**src/rtl/amp_i2c_master_if.sv**
```systemverilog
// rtl/amp_i2c_master_if.sv - command/response and I2C pad bundle for amp_i2c_master
interface amp_i2c_master_if;
  logic       cmd_valid;
  logic       cmd_ready;
  logic       cmd_rnw;
  logic [6:0] cmd_dev_addr;
  logic [7:0] cmd_reg_addr;
  logic [7:0] cmd_wdata;
  logic       rsp_valid;
  logic       rsp_nack;
  logic [7:0] rsp_rdata;
  logic       busy;
  logic       amp_i2c_scl;
  logic       amp_i2c_sdai;
  logic       amp_i2c_sdao;
  logic       amp_i2c_scli;

  modport master (
    input  cmd_valid, cmd_rnw, cmd_dev_addr, cmd_reg_addr, cmd_wdata,
    input  amp_i2c_sdai, amp_i2c_scli,
    output cmd_ready, rsp_valid, rsp_nack, rsp_rdata, busy,
    output amp_i2c_scl, amp_i2c_sdao
  );

  modport slave (
    output cmd_valid, cmd_rnw, cmd_dev_addr, cmd_reg_addr, cmd_wdata,
    output amp_i2c_sdai, amp_i2c_scli,
    input  cmd_ready, rsp_valid, rsp_nack, rsp_rdata, busy,
    input  amp_i2c_scl, amp_i2c_sdao
  );
endinterface

```
**src/rtl/amp_i2c_master.sv**
```systemverilog
// rtl/amp_i2c_master.sv - byte-oriented I2C register read/write master
// Optional slave clock stretching on SCL readback: define AMP_I2C_STRETCH_EN.
module amp_i2c_master #(
  parameter int CLK_DIV = 67
) (
  input  logic              clk,
  input  logic              resetb,
  amp_i2c_master_if.master  bus
);
  localparam int QW = (CLK_DIV > 0) ? $clog2(CLK_DIV + 1) : 1;
  localparam logic [QW-1:0] QMAX = QW'(CLK_DIV);

  typedef enum logic [3:0] {
    IDLE, START, TX_BYTE, ACK_CHK, RESTART, RX_BYTE, MACK, STOP, DONE
  } state_t;

  state_t          state, state_nx;
  logic [QW-1:0]   qcnt;
  logic [1:0]      phase;
  logic [2:0]      bit_cnt;
  logic [1:0]      tx_idx;
  logic            rnw_r;
  logic [6:0]      dev_r;
  logic [7:0]      reg_r, wdata_r, tx_sh, rx_sh, rdata_r;
  logic            ack_s, nack_r;
  logic            active, hold, tick, sample, bit_end;
  logic            scl_c, sda_c;

  assign active = (state != IDLE) && (state != DONE);

`ifdef AMP_I2C_STRETCH_EN
  // Freeze at the first cycle of q2 until the pad really reads high.
  assign hold = active && (phase == 2'd2) && (qcnt == '0) && !bus.amp_i2c_scli;
`else
  logic unused_scli;
  assign unused_scli = bus.amp_i2c_scli;
  assign hold        = 1'b0;
`endif

  assign tick    = active && (qcnt == QMAX) && !hold;
  assign sample  = tick && (phase == 2'd2);
  assign bit_end = tick && (phase == 2'd3);

  always_ff @(posedge clk) begin
    if (!resetb) begin
      state   <= IDLE;
      qcnt    <= '0;
      phase   <= 2'd0;
      bit_cnt <= 3'd0;
      tx_idx  <= 2'd0;
      rnw_r   <= 1'b0;
      dev_r   <= 7'd0;
      reg_r   <= 8'd0;
      wdata_r <= 8'd0;
      tx_sh   <= 8'd0;
      rx_sh   <= 8'd0;
      rdata_r <= 8'd0;
      ack_s   <= 1'b0;
      nack_r  <= 1'b0;
    end else begin
      state <= state_nx;
      if (!active) begin
        qcnt  <= '0;
        phase <= 2'd0;
      end else if (!hold) begin
        qcnt <= tick ? '0 : qcnt + QW'(1);
        if (tick) phase <= phase + 2'd1;
      end
      if (state == IDLE && bus.cmd_valid) begin
        rnw_r   <= bus.cmd_rnw;
        dev_r   <= bus.cmd_dev_addr;
        reg_r   <= bus.cmd_reg_addr;
        wdata_r <= bus.cmd_wdata;
        tx_sh   <= {bus.cmd_dev_addr, 1'b0};
        tx_idx  <= 2'd0;
        bit_cnt <= 3'd0;
        nack_r  <= 1'b0;
      end
      if (sample) begin
        ack_s <= bus.amp_i2c_sdai;
        if (state == RX_BYTE) rx_sh <= {rx_sh[6:0], bus.amp_i2c_sdai};
      end
      if (bit_end) begin
        case (state)
          TX_BYTE: begin
            tx_sh   <= {tx_sh[6:0], 1'b0};
            bit_cnt <= bit_cnt + 3'd1;
          end
          RX_BYTE: bit_cnt <= bit_cnt + 3'd1;
          ACK_CHK: begin
            if (ack_s) begin
              nack_r <= 1'b1;
            end else if (tx_idx == 2'd0) begin
              tx_sh  <= reg_r;
              tx_idx <= 2'd1;
            end else if (tx_idx == 2'd1 && !rnw_r) begin
              tx_sh  <= wdata_r;
              tx_idx <= 2'd2;
            end
          end
          RESTART: begin
            tx_sh  <= {dev_r, 1'b1};
            tx_idx <= 2'd2;
          end
          STOP: if (rnw_r && !nack_r) rdata_r <= rx_sh;
          default: ;
        endcase
      end
    end
  end

  always_comb begin
    state_nx = state;
    scl_c    = 1'b1;
    sda_c    = 1'b1;
    case (state)
      IDLE: if (bus.cmd_valid) state_nx = START;
      START: begin
        sda_c = !phase[1];
        if (bit_end) state_nx = TX_BYTE;
      end
      TX_BYTE: begin
        scl_c = phase[1];
        sda_c = tx_sh[7];
        if (bit_end && bit_cnt == 3'd7) state_nx = ACK_CHK;
      end
      ACK_CHK: begin
        scl_c = phase[1];
        if (bit_end) begin
          if (ack_s)                state_nx = STOP;
          else if (tx_idx == 2'd0)  state_nx = TX_BYTE;
          else if (tx_idx == 2'd1)  state_nx = rnw_r ? RESTART : TX_BYTE;
          else                      state_nx = rnw_r ? RX_BYTE : STOP;
        end
      end
      RESTART: begin
        // SCL stays low for q0/q1 so the bus sees SDA high before SCL rises.
        scl_c = phase[1];
        sda_c = (phase != 2'd3);
        if (bit_end) state_nx = TX_BYTE;
      end
      RX_BYTE: begin
        scl_c = phase[1];
        if (bit_end && bit_cnt == 3'd7) state_nx = MACK;
      end
      MACK: begin
        scl_c = phase[1];
        if (bit_end) state_nx = STOP;
      end
      STOP: begin
        scl_c = phase[1];
        sda_c = 1'b0;
        if (bit_end) state_nx = DONE;
      end
      DONE:    state_nx = IDLE;
      default: state_nx = IDLE;
    endcase
  end

  assign bus.amp_i2c_scl  = scl_c;
  assign bus.amp_i2c_sdao = sda_c;
  assign bus.cmd_ready    = (state == IDLE);
  assign bus.busy         = (state != IDLE);
  assign bus.rsp_valid    = (state == DONE);
  assign bus.rsp_nack     = nack_r;
  assign bus.rsp_rdata    = rdata_r;
endmodule

```
**src/flat_wrapper.sv**
```systemverilog
// flat-port wrapper written by rule: the top's interface ports become plain ports
module amp_i2c_master_flat 
#(
  parameter int CLK_DIV = 67
)
  (clk, resetb, bus_cmd_valid, bus_cmd_rnw, bus_cmd_dev_addr, bus_cmd_reg_addr, bus_cmd_wdata, bus_amp_i2c_sdai, bus_amp_i2c_scli, bus_cmd_ready, bus_rsp_valid, bus_rsp_nack, bus_rsp_rdata, bus_busy, bus_amp_i2c_scl, bus_amp_i2c_sdao);
  amp_i2c_master_if bus_i ();
  input  logic clk;
  input  logic resetb;
  input wire logic [$bits(bus_i.cmd_valid)-1:0] bus_cmd_valid;
  input wire logic [$bits(bus_i.cmd_rnw)-1:0] bus_cmd_rnw;
  input wire logic [$bits(bus_i.cmd_dev_addr)-1:0] bus_cmd_dev_addr;
  input wire logic [$bits(bus_i.cmd_reg_addr)-1:0] bus_cmd_reg_addr;
  input wire logic [$bits(bus_i.cmd_wdata)-1:0] bus_cmd_wdata;
  input wire logic [$bits(bus_i.amp_i2c_sdai)-1:0] bus_amp_i2c_sdai;
  input wire logic [$bits(bus_i.amp_i2c_scli)-1:0] bus_amp_i2c_scli;
  output wire logic [$bits(bus_i.cmd_ready)-1:0] bus_cmd_ready;
  output wire logic [$bits(bus_i.rsp_valid)-1:0] bus_rsp_valid;
  output wire logic [$bits(bus_i.rsp_nack)-1:0] bus_rsp_nack;
  output wire logic [$bits(bus_i.rsp_rdata)-1:0] bus_rsp_rdata;
  output wire logic [$bits(bus_i.busy)-1:0] bus_busy;
  output wire logic [$bits(bus_i.amp_i2c_scl)-1:0] bus_amp_i2c_scl;
  output wire logic [$bits(bus_i.amp_i2c_sdao)-1:0] bus_amp_i2c_sdao;
  assign bus_i.cmd_valid = bus_cmd_valid;
  assign bus_i.cmd_rnw = bus_cmd_rnw;
  assign bus_i.cmd_dev_addr = bus_cmd_dev_addr;
  assign bus_i.cmd_reg_addr = bus_cmd_reg_addr;
  assign bus_i.cmd_wdata = bus_cmd_wdata;
  assign bus_i.amp_i2c_sdai = bus_amp_i2c_sdai;
  assign bus_i.amp_i2c_scli = bus_amp_i2c_scli;
  assign bus_cmd_ready = bus_i.cmd_ready;
  assign bus_rsp_valid = bus_i.rsp_valid;
  assign bus_rsp_nack = bus_i.rsp_nack;
  assign bus_rsp_rdata = bus_i.rsp_rdata;
  assign bus_busy = bus_i.busy;
  assign bus_amp_i2c_scl = bus_i.amp_i2c_scl;
  assign bus_amp_i2c_sdao = bus_i.amp_i2c_sdao;
  amp_i2c_master #(.CLK_DIV(CLK_DIV)) u_core (.clk(clk), .resetb(resetb), .bus(bus_i));
endmodule
```
**config.mk**
```make
export PLATFORM = sky130hd
export DESIGN_NAME = amp_i2c_master_flat
export DESIGN_NICKNAME = d
export VERILOG_FILES = /design/src/rtl/amp_i2c_master_if.sv /design/src/rtl/amp_i2c_master.sv /design/src/flat_wrapper.sv
export SDC_FILE = /design/constraint.sdc
export NUM_CORES = 1
export LEC_CHECK = 0
export BUFFER_PORTS_ARGS = -buffer_cell sky130_fd_sc_hd__buf_2
export CAP_MARGIN = 20
export CELL_PAD_IN_SITES_DETAIL_PLACEMENT = 2
export CELL_PAD_IN_SITES_GLOBAL_PLACEMENT = 2
export CORE_MARGIN = 4
export CORE_UTILIZATION = 35
export CTS_CLUSTER_DIAMETER = 60
export DETAILED_ROUTE_END_ITERATION = 6
export GPL_TIMING_DRIVEN = 0
export PLACE_DENSITY_LB_ADDON = 0.1
export REMOVE_ABC_BUFFERS = 1
export SYNTH_ARGS = -nofsm -noshare
export SYNTH_HDL_FRONTEND = slang
export SYNTH_SLANG_ARGS = --single-unit
```
**constraint.sdc**
```tcl
create_clock -name clk -period 2.55 [get_ports clk]
set_clock_uncertainty 0.15 [all_clocks]
set_input_delay 0.255 -clock clk [delete_from_list [all_inputs] [get_ports clk]]
set_output_delay 0.255 -clock clk [all_outputs]
set_load 0.02 [all_outputs]
```
==> flow_summary.toml, run 1 <==
[yosys]
yosys.area.top_type_share_pct = 39.5
async_flop_share_pct = 0
synth-edff-count = 0
synthCells = 405
ys_types = 55
synth_area_leaders = "dfxtp_1 40%, mux2i_1 8.7%, nand2_1 7.0%"
avgSynthCellArea_sq_um = 8.50
yosysWarnings = 0
ys_ff_latch = 68
synth-seq-area-share_pct = 39.5
yosysTopAreaCell = "dfxtp_1"
synth_area_sq_um = 3440
synthFlopType = "dfxtp_1"

[sta]
hold_slack_ps = 13.1
max_slew_margin_pct = 36.7
fin_crit_sh_pct = 93.3
fin_tns_setup_ps = 0
finalCriticalPeriod_ps = 2380
fmax_ghz = 0.420
slew_violations = 0
tightest_slew_ps = 949
setup_viol = 0
rsz0062_at_grt = "no"
hold_violations = 0

[placed_design]
placed_cells = 547
placed_area_sq_um = 3690
port_buffers = 41
gp_congestion = 0.744
hpwl_mm = 6.43

[worst_hold_path]
hp-start = "bus_cmd_reg_addr[1]"
hold_class = "in -> reg"
hold_path_end = "u_core.reg_r[1]"
hold_depth = 3

[worst_setup_path]
crit_required_ps = 2640
crit_path_end_kind = "flop"
crit_arrival_ps = 2470
slowest_delay_ps = 550
worstSetupPathType = "reg -> reg"
ff2ff_setup_slack_ps = 170
r2r-end = "u_core.bus.rsp_rdata[7]"
cp-start-kind = "flop"
startpoint = "u_core.state[0]"
worstPathCellList = "nor2b_1 > nand3_1 > nor4b_4 > buf_4 > mux2i_1 > nor2b_1"
r2r-start = "u_core.state[0]"
cp_slowest_cell = "dfxtp_2"
cp_common_cell = "nor2b_1"
critical_path.max_fanout = 17
reg2reg_depth = 6

[final_layout]
final_cell_mix = "65 x dfxtp_1, 63 x nand2_1, 41 x buf_2, 32 x nor2_1, 30 x mux2i_1"
drive_gt1_share_pct = 17.4
fillers = 1067
final_cells = 565
area_growth_pct = 15.3
final_area_sq_um = 3970
final_core_util_pct = 42.2
final_nets = 465
final_common_cell = "dfxtp_1"
n_antenna_cell = 0

[clocking]
insertion_delay_ps = 340
post_cts_buffers = 0
cts_tree = "built"
cts_root_buf = "clkbuf_8"
clock_path_buffers = 2
clk_pin_slew_ps = 80
htreeDepth = 3
cts_buffers = 9
cts_sinks = 68

[drt]
routed_wl_mm = 9.65
routedWlPerCell_um = 17.1
ant_nets = 0
vias_per_cell = 5.32
dr.pass1.iters = 4
drtIter0Drc = 92
drcViolationCount = 0
via_count = 3004

[floorplan]
start_util_pct = 36.6
core_sq_um = 9420
dieWidth_um = 107
io_pins = 43
design.die.area_sq_um = 11500
rows = 35
die_y_um = 107

[grt]
antenna_found_initial = 0
first_global_vias = 3265
grt_pass1_wl_mm = 16.1
grtUsageTotal_pct = 17.8
overflow = 0
grt_start_max_net_pins = 62

[run_status]
outcome = "completed"

[run]
drv_cap = 0

[power_and_ir_drop]
leakagePower_nw = 1.54
vdd_drop_max_mv = 0.297
p_per_area_nw_per_um2 = 855
==> layout make-up <==
type / instances / area [sq um] / area share (%)
clock buffer: 11 / 151 / 3.81
clock inverter: 5 / 82.6 / 2.08
inverter: 7 / 26.3 / 0.662
multi-input combinational: 301 / 1950 / 49.1
sequential: 68 / 1370 / 34.4
tap: 129 / 161 / 4.07
timing repair buffer: 44 / 233 / 5.86
==> cells by family after synthesis <==
group,Yosys count,synth area share (%)
muxes,30,8.72
DFF,68,39.5
AOI/OAI and AO/OA,98,19.3
buffers and inverters,36,4.58
adders and majority gates,5,1.82
xor gates and xnor gates,6,1.53
and+or+nand+nor,162,24.5
==> repair_timing <==
action	4_1_cts	5_1_grt
hold buffers	2	0
gates resized for setup	6	3
hold endpoints to repair	2	0
pin swaps	0	1
endpoints found under the setup margin	16	10
==> state kept, by name (all words and copies together), names as in the netlist <==
signal                count
u_core.phase              2
u_core.tx_sh              8
u_core.rx_sh              8
u_core.reg_r              8
u_core.bus.rsp_nack       1
u_core.wdata_r            8
u_core.rnw_r              1
u_core.ack_s              1
u_core.tx_idx             2
u_core.qcnt               7
u_core.dev_r              7
u_core.bit_cnt            3
u_core.state              4
u_core.bus.rsp_rdata      8
==> critical path: cells and delay by family, from the launching register on <==
kind	cells	cell delay (ps)
flip-flops	1	550
AND/OR/NAND/NOR	4	1110
multiplexers	1	220
buffers and inverters	1	250
==> per-stage QoR <==
step	power [mW]	setup WS [ps]
floorplan	2.01	48.5
global placement	2.32	-520
detailed placement	2.37	-444
CTS	3.45	7.85
global route	3.63	40.3
finish	3.40	172
==> cell usage after synthesis, types with 4 or more instances <==
| cell type | count |
|---|---|
| xnor2_1 | 4 |
| and2_1 | 4 |
| nand3_1 | 11 |
| ha_1 | 5 |
| clkbuf_1 | 18 |
| a22oi_1 | 9 |
| nor2_1 | 32 |
| a21boi_0 | 28 |
| nand2_1 | 64 |
| inv_1 | 7 |
| mux2i_1 | 30 |
| buf_2 | 8 |
| a21oi_1 | 15 |
| o22ai_1 | 6 |
| dfxtp_1 | 68 |
| o21a_1 | 7 |
| o21ai_0 | 18 |
| nand2b_1 | 4 |
| nor2b_1 | 22 |
==> report_power, final <==
| part | total (mW) | leakage (nW) | switching, mW | internal [mW] |
|---|---|---|---|---|
| registers | 1.36 | 0.554 | 0.166 | 1.19 |
| logic | 0.989 | 0.869 | 0.630 | 0.359 |
| clock network | 1.05 | 0.120 | 0.438 | 0.608 |
==> layer usage <==
| metal | routed length [um] | vias to the layer above | GRT usage, % | share of wire (%) |
|---|---|---|---|---|
| li1 | - | 1455 | - | - |
| met1 | 4300 | 1498 | 21.2 | 45 |
| met5 | 0 | - | 0 | 0 |
| met3 | 228 | 11 | 3.19 | 2.4 |
| met4 | 159 | 0 | 6.21 | 1.6 |
| met2 | 4960 | 40 | 31.7 | 51 |
==> worst max-delay path by stage <==
stage,endpoint,slack [ps],cells past startpoint
after global routing,u_core.bus.rsp_rdata[7],40,7
final,u_core.bus.rsp_rdata[7],170,6
after CTS,bus_amp_i2c_sdao,8,5
after detailed placement,u_core.tx_sh[1],-440,5
after floorplan,u_core.tx_sh[1],50,5
after global placement,u_core.tx_sh[0],-520,5
(Power assumes the default switching activity.)
==> run 2: changes to the inputs <==
Settings changed: BUFFER_PORTS_ARGS -buffer_cell sky130_fd_sc_hd__buf_2 to unset, CORE_UTILIZATION 35 to 38, DONT_BUFFER_PORTS set to 1.
==> run 2 against run 1 <==
  * Sequential share of layout area about the same
  * Non-clock buffer count decreased by 17
  * Critical path type unchanged
  * Maximum frequency decreased by 0.23%
  * First-iteration DRC count decreased by 6.5%
  * Wire length increased by 0.53%
  * Clock-buffer cell count unchanged
  * Via count decreased by 3.5%
==> flow_summary.toml, run 2 (synthesis results as in run 1) <==
[worst_setup_path]
cp_slowest_cell = "nor4_4"
slowest_delay_ps = 710
cp.buffers_inverters = 0
worstSetupPathType = "reg -> reg"
cp_top_family = "simple AND/OR/NAND/NOR gates"
r2r-start = "u_core.state[3]"
ff2ff_setup_slack_ps = 170
r2r-end = "u_core.tx_sh[0]"
crit_arrival_ps = 2470
reg2reg_depth = 5
crit_path_end_kind = "flop"
cp-start-kind = "flop"
worstPathCellList = "nor4_4 > and2_4 > o221a_2 > o311a_1 > o31ai_1"
critical_path.max_fanout = 26
crit_required_ps = 2640

[final_layout]
area_growth_pct = 15.4
final_common_cell = "dfxtp_1"
multi_input_area_sq_um = 1970
regArea_sq_um = 1370
n_antenna_cell = 0
drive_gt1_share_pct = 8.83
final_nets = 448
fillers = 957
final_cell_mix = "65 x dfxtp_1, 63 x nand2_1, 32 x nor2_1, 29 x mux2i_1, 28 x a21boi_0"
final_cells = 527

[sta]
hold_slack_ps = 50.9
hold_violations = 0
slew_violations = 0
max_slew_margin_pct = 47.0
finalCriticalPeriod_ps = 2380
rsz0062_at_grt = "no"
fmax_ghz = 0.419
fin_ws_ps = 166
fin_crit_sh_pct = 93.5
tightest_slew_ps = 794
setup_viol = 0

[placed_design]
gp_congestion = 0.732
place_ws_ps = -405
port_buffers = 0
hpwl_mm = 6.18
placed_cells = 485

[grt]
grt_pass1_wl_mm = 16.3
grtUsageTotal_pct = 20.0
antenna_found_initial = 0
overflow = 0
grt_start_max_net_pins = 60
first_global_vias = 3151

[clocking]
clk_pin_slew_ps = 70
insertion_delay_ps = 360
htreeDepth = 3
cts_tree = "built"
cts_sinks = 68
cts_buffers = 9
cts_root_buf = "clkbuf_8"
clock_path_buffers = 2

[power_and_ir_drop]
power_frac_seq_pct = 41.5
leakagePower_nw = 1.45
combinationalPowerShare_pct = 30.3
pwr-share-clk_pct = 28.2
vdd_drop_max_mv = 0.282
p_int_mw = 2.03
swShare_pct = 37.8
p_per_area_nw_per_um2 = 823
total_power_mw = 3.27
switchingPower_mw = 1.24

[floorplan]
die_y_um = 103
design.die.area_sq_um = 10600
io_pins = 43
start_util_pct = 39.3
dieWidth_um = 103
rows = 34
core_sq_um = 8760

[drt]
highest_layer = "met4"
drtIter0Drc = 86
drcViolationCount = 0
met1_length_mm = 4.30
ant_nets = 0
routedWlPerCell_um = 18.4
via_count = 2900
dr.pass1.iters = 4
met3_length_um = 276
routed_wl_mm = 9.70
met2_length_mm = 5.03
vias_per_cell = 5.50

[run_status]
outcome = "completed"

[worst_hold_path]
hold_depth = 3
hp-start = "resetb"
hold_path_end = "u_core.state[0]"
hold_class = "in -> reg"

[run]
drv_cap = 0
## run 2: layer usage
metal / track usage [%] / vias to the layer above
met1: 24.1 / 1428
met4: 5.68 / 0
met3: 4.09 / 8
met2: 35.8 / 44
met5: 0 / -
li1: - / 1420
## run 2: worst max-delay path by stage
stage | startpoint | cells after the start | slack, ps | endpoint
2_1_floorplan | u_core.state[0] | 5 | 50 | u_core.tx_sh[1]
3_3_place_gp | u_core.state[0] | 5 | -670 | u_core.tx_sh[5]
3_5_place_dp | u_core.state[1] | 5 | -410 | u_core.tx_sh[7]
4_1_cts | u_core.state[1] | 4 | 20 | bus_amp_i2c_sdao
5_1_grt | u_core.state[3] | 5 | 9 | u_core.tx_sh[5]
6_report | u_core.state[3] | 5 | 170 | u_core.tx_sh[0]
## run 2: repair_timing
action	CTS	global route
pin swaps	0	1
gates cloned	0	0
setup endpoints to repair	30	9
hold buffers	26	0
endpoints found under the hold margin	60	0
resized for setup	9	5
buffers inserted	0	0
## run 2: worst min-delay path, stage by stage
cell	delay, ps
nor2b_1	130
nand2_1	60
mux2i_1	60
## run 2: area by class of cell
| class | count | area share [%] |
|---|---|---|
| inverters | 7 | 0.661 |
| clock inverters | 5 | 1.51 |
| repair buffers | 27 | 6.99 |
| clock buffers | 11 | 3.56 |
| flip-flops and latches | 68 | 34.4 |
| well taps | 108 | 3.40 |
| multi-input cells | 301 | 49.5 |
## run 2: power groups by stage
stage	combinational (mW)	sequential, mW	clock (mW)
finish	0.991	1.36	0.923
detailed placement	0.913	1.37	0
CTS	0.985	1.35	0.952
global route	1.12	1.38	1.01
floorplan	0.692	1.32	0
global placement	0.871	1.37	0
## run 2: metrics by stage
step / area [sq um] / setup TNS (ps) / utilization (%)
finish: 3970 / 0 / 45.3
global route: 3970 / 0 / 45.3
CTS: 3960 / 0 / 45.1
detailed placement: 3460 / -3510 / 39.4
global placement: 3450 / -15300 / 39.3
floorplan: 3310 / 0 / -
==> run 3: changes to the inputs <==
Settings changed: CORE_UTILIZATION 38 to 28.
Clock period 2.55 ns to 2.1 ns, I/O delays scaled along.
==> run 3 against run 2 <==
  * Largest cell class unchanged
  * Critical path depth is 1 higher
  * Maximum frequency is 0.54% higher
  * Clock-buffer cell count stayed put
  * Critical path type unchanged
  * Worst hold slack worse by 18 ps
  * Via count is 5.1% higher
  * Flip-flop and latch count stayed put
  * Die area is 33% higher
  * Global-route usage is 4.1 points lower
  * Combinational power is 88% higher
  * The flow now finishes with violations (setup timing)
  * Utilization is 7.1 points lower
  * First-iteration DRC count is 23% higher
==> flow_summary.toml, run 3 (synthesis results as in run 1) <==
[drt]
drtIter0Drc = 106
ant_nets = 0
routed_wl_mm = 10.8
via_count = 3048
vias_per_cell = 5.17
dr.pass1.iters = 4
drcViolationCount = 0
routedWlPerCell_um = 18.3

[clocking]
htreeDepth = 3
cts_tree = "built"
cts_sinks = 68
cts_buffers = 9
clock_path_buffers = 2
clk_pin_slew_ps = 50
cts_root_buf = "clkbuf_16"
insertion_delay_ps = 340

[worst_setup_path]
slowest_delay_ps = 980
worstPathCellList = "nor4_4 > nand2_8 > buf_12 > mux2i_4 > o22ai_2 > o21a_1"
crit_required_ps = 2180
worstSetupPathType = "reg -> reg"
cp.buffers_inverters = 1
cp-start-kind = "flop"
cp_slowest_cell = "nor4_4"
crit_path_end_kind = "flop"
crit_arrival_ps = 2450
cp_top_family = "simple AND/OR/NAND/NOR gates"
critical_path.max_fanout = 8

[grt]
grtUsageTotal_pct = 15.9
first_global_vias = 3305
antenna_found_initial = 1
grt_pass1_wl_mm = 17.5
grt_start_max_net_pins = 61
overflow = 0

[power_and_ir_drop]
p_per_area_nw_per_um2 = 1060
vdd_drop_max_mv = 0.391
leakagePower_nw = 1.67
total_power_mw = 4.87

[floorplan]
design.die.area_sq_um = 14100
io_pins = 43
start_util_pct = 28.7
core_sq_um = 12000
dieWidth_um = 119
die_y_um = 119
rows = 40

[final_layout]
final_nets = 471
final_common_cell = "dfxtp_1"
regArea_sq_um = 1380
n_antenna_cell = 0
final_cells = 589
drive_gt1_share_pct = 21.0
final_area_sq_um = 4590
multi_input_area_sq_um = 2250
area_growth_pct = 33.2
fillers = 1324
final_cell_mix = "61 x dfxtp_1, 55 x nand2_1, 30 x nor2_1, 27 x dlygate4sd3_1, 23 x mux2i_1"

[sta]
slew_violations = 0
fmax_ghz = 0.422
rsz0062_at_grt = "yes"
tightest_slew_ps = 1140
fin_ws_ps = -271
hold_slack_ps = 32.5
fin_crit_sh_pct = 113
setup_viol = 36
max_slew_margin_pct = 23.5
finalCriticalPeriod_ps = 2370
hold_violations = 0

[placed_design]
placed_area_sq_um = 3510
place_ws_ps = -860
gp_congestion = 0.674
placed_cells = 524
port_buffers = 0
hpwl_mm = 6.42

[run]
drv_cap = 0

[run_status]
failed_checks = "setup timing"
outcome = "complete, but fails checks"

[worst_hold_path]
hold_class = "in -> reg"
[run 3: cell count changes in the layout (fill, tap and decap cells not counted), moves of 8 or more]
cell	change
nand2_4	+8
clkbuf_8	-9
clkbuf_16	+9
a21boi_1	+21
buf_4	+12
a21boi_0	-27
nand2_1	-8
[run 3: final timing paths]
kind	from	to	slack, ps	cells past startpoint
worst max-delay path	u_core.state[1]	u_core.tx_sh[3]	-270	6
worst min-delay path	bus_cmd_dev_addr[5]	u_core.tx_sh[6]	30	3
worst max register to register	u_core.state[1]	u_core.tx_sh[3]	-270	6
worst min register to register	u_core.wdata_r[0]	u_core.wdata_r[0]	310	2
[run 3: report_power, final]
part,switching (mW),internal [mW]
Clock,0.573,0.822
Sequential,0.158,1.46
Combinational,1.05,0.807
Total,1.78,3.09
[run 3: area by class of cell]
type / instances / area share, %
clock inverters: 5 / 0.600
inverters: 7 / 0.573
flip-flops and latches: 68 / 30.1
repair buffers: 47 / 10.5
well taps: 147 / 4.01
multi-input cells: 304 / 49.0
clock buffers: 11 / 5.29
[run 3: timing repair]
| item | CTS | global route |
|---|---|---|
| gates cloned | 3 | 0 |
| buffers inserted | 12 | 6 |
| hold buffers | 28 | 0 |
| resized for setup | 51 | 56 |
| pin swaps | 12 | 24 |
| endpoints found under the setup margin | 60 | 56 |
| hold endpoints to repair | 61 | 0 |
[run 3: stage by stage]
step,utilization (%),TNS (ps)
3_5_place_dp,29.2,-27900
6_report,38.2,-4990
4_1_cts,36.4,-6710
2_1_floorplan,-,-7560
5_1_grt,38.2,-8810
3_3_place_gp,29.1,-40410
[run 3: tightest hold or removal path, cell delays in order]
cell and delay, ps:
mux2i_4 40, o22ai_1 120, o21a_1 120
[run 3: layer usage]
metal / vias up / wire length, um / share of wire [%] / GRT usage, %
li1: 1474 / - / - / -
met1: 1520 / 4860 / 45 / 19.7
met2: 41 / 5390 / 50 / 26.7
met3: 13 / 386 / 3.6 / 4.08
met4: 0 / 148 / 1.4 / 5.65
met5: - / 0 / 0 / 0
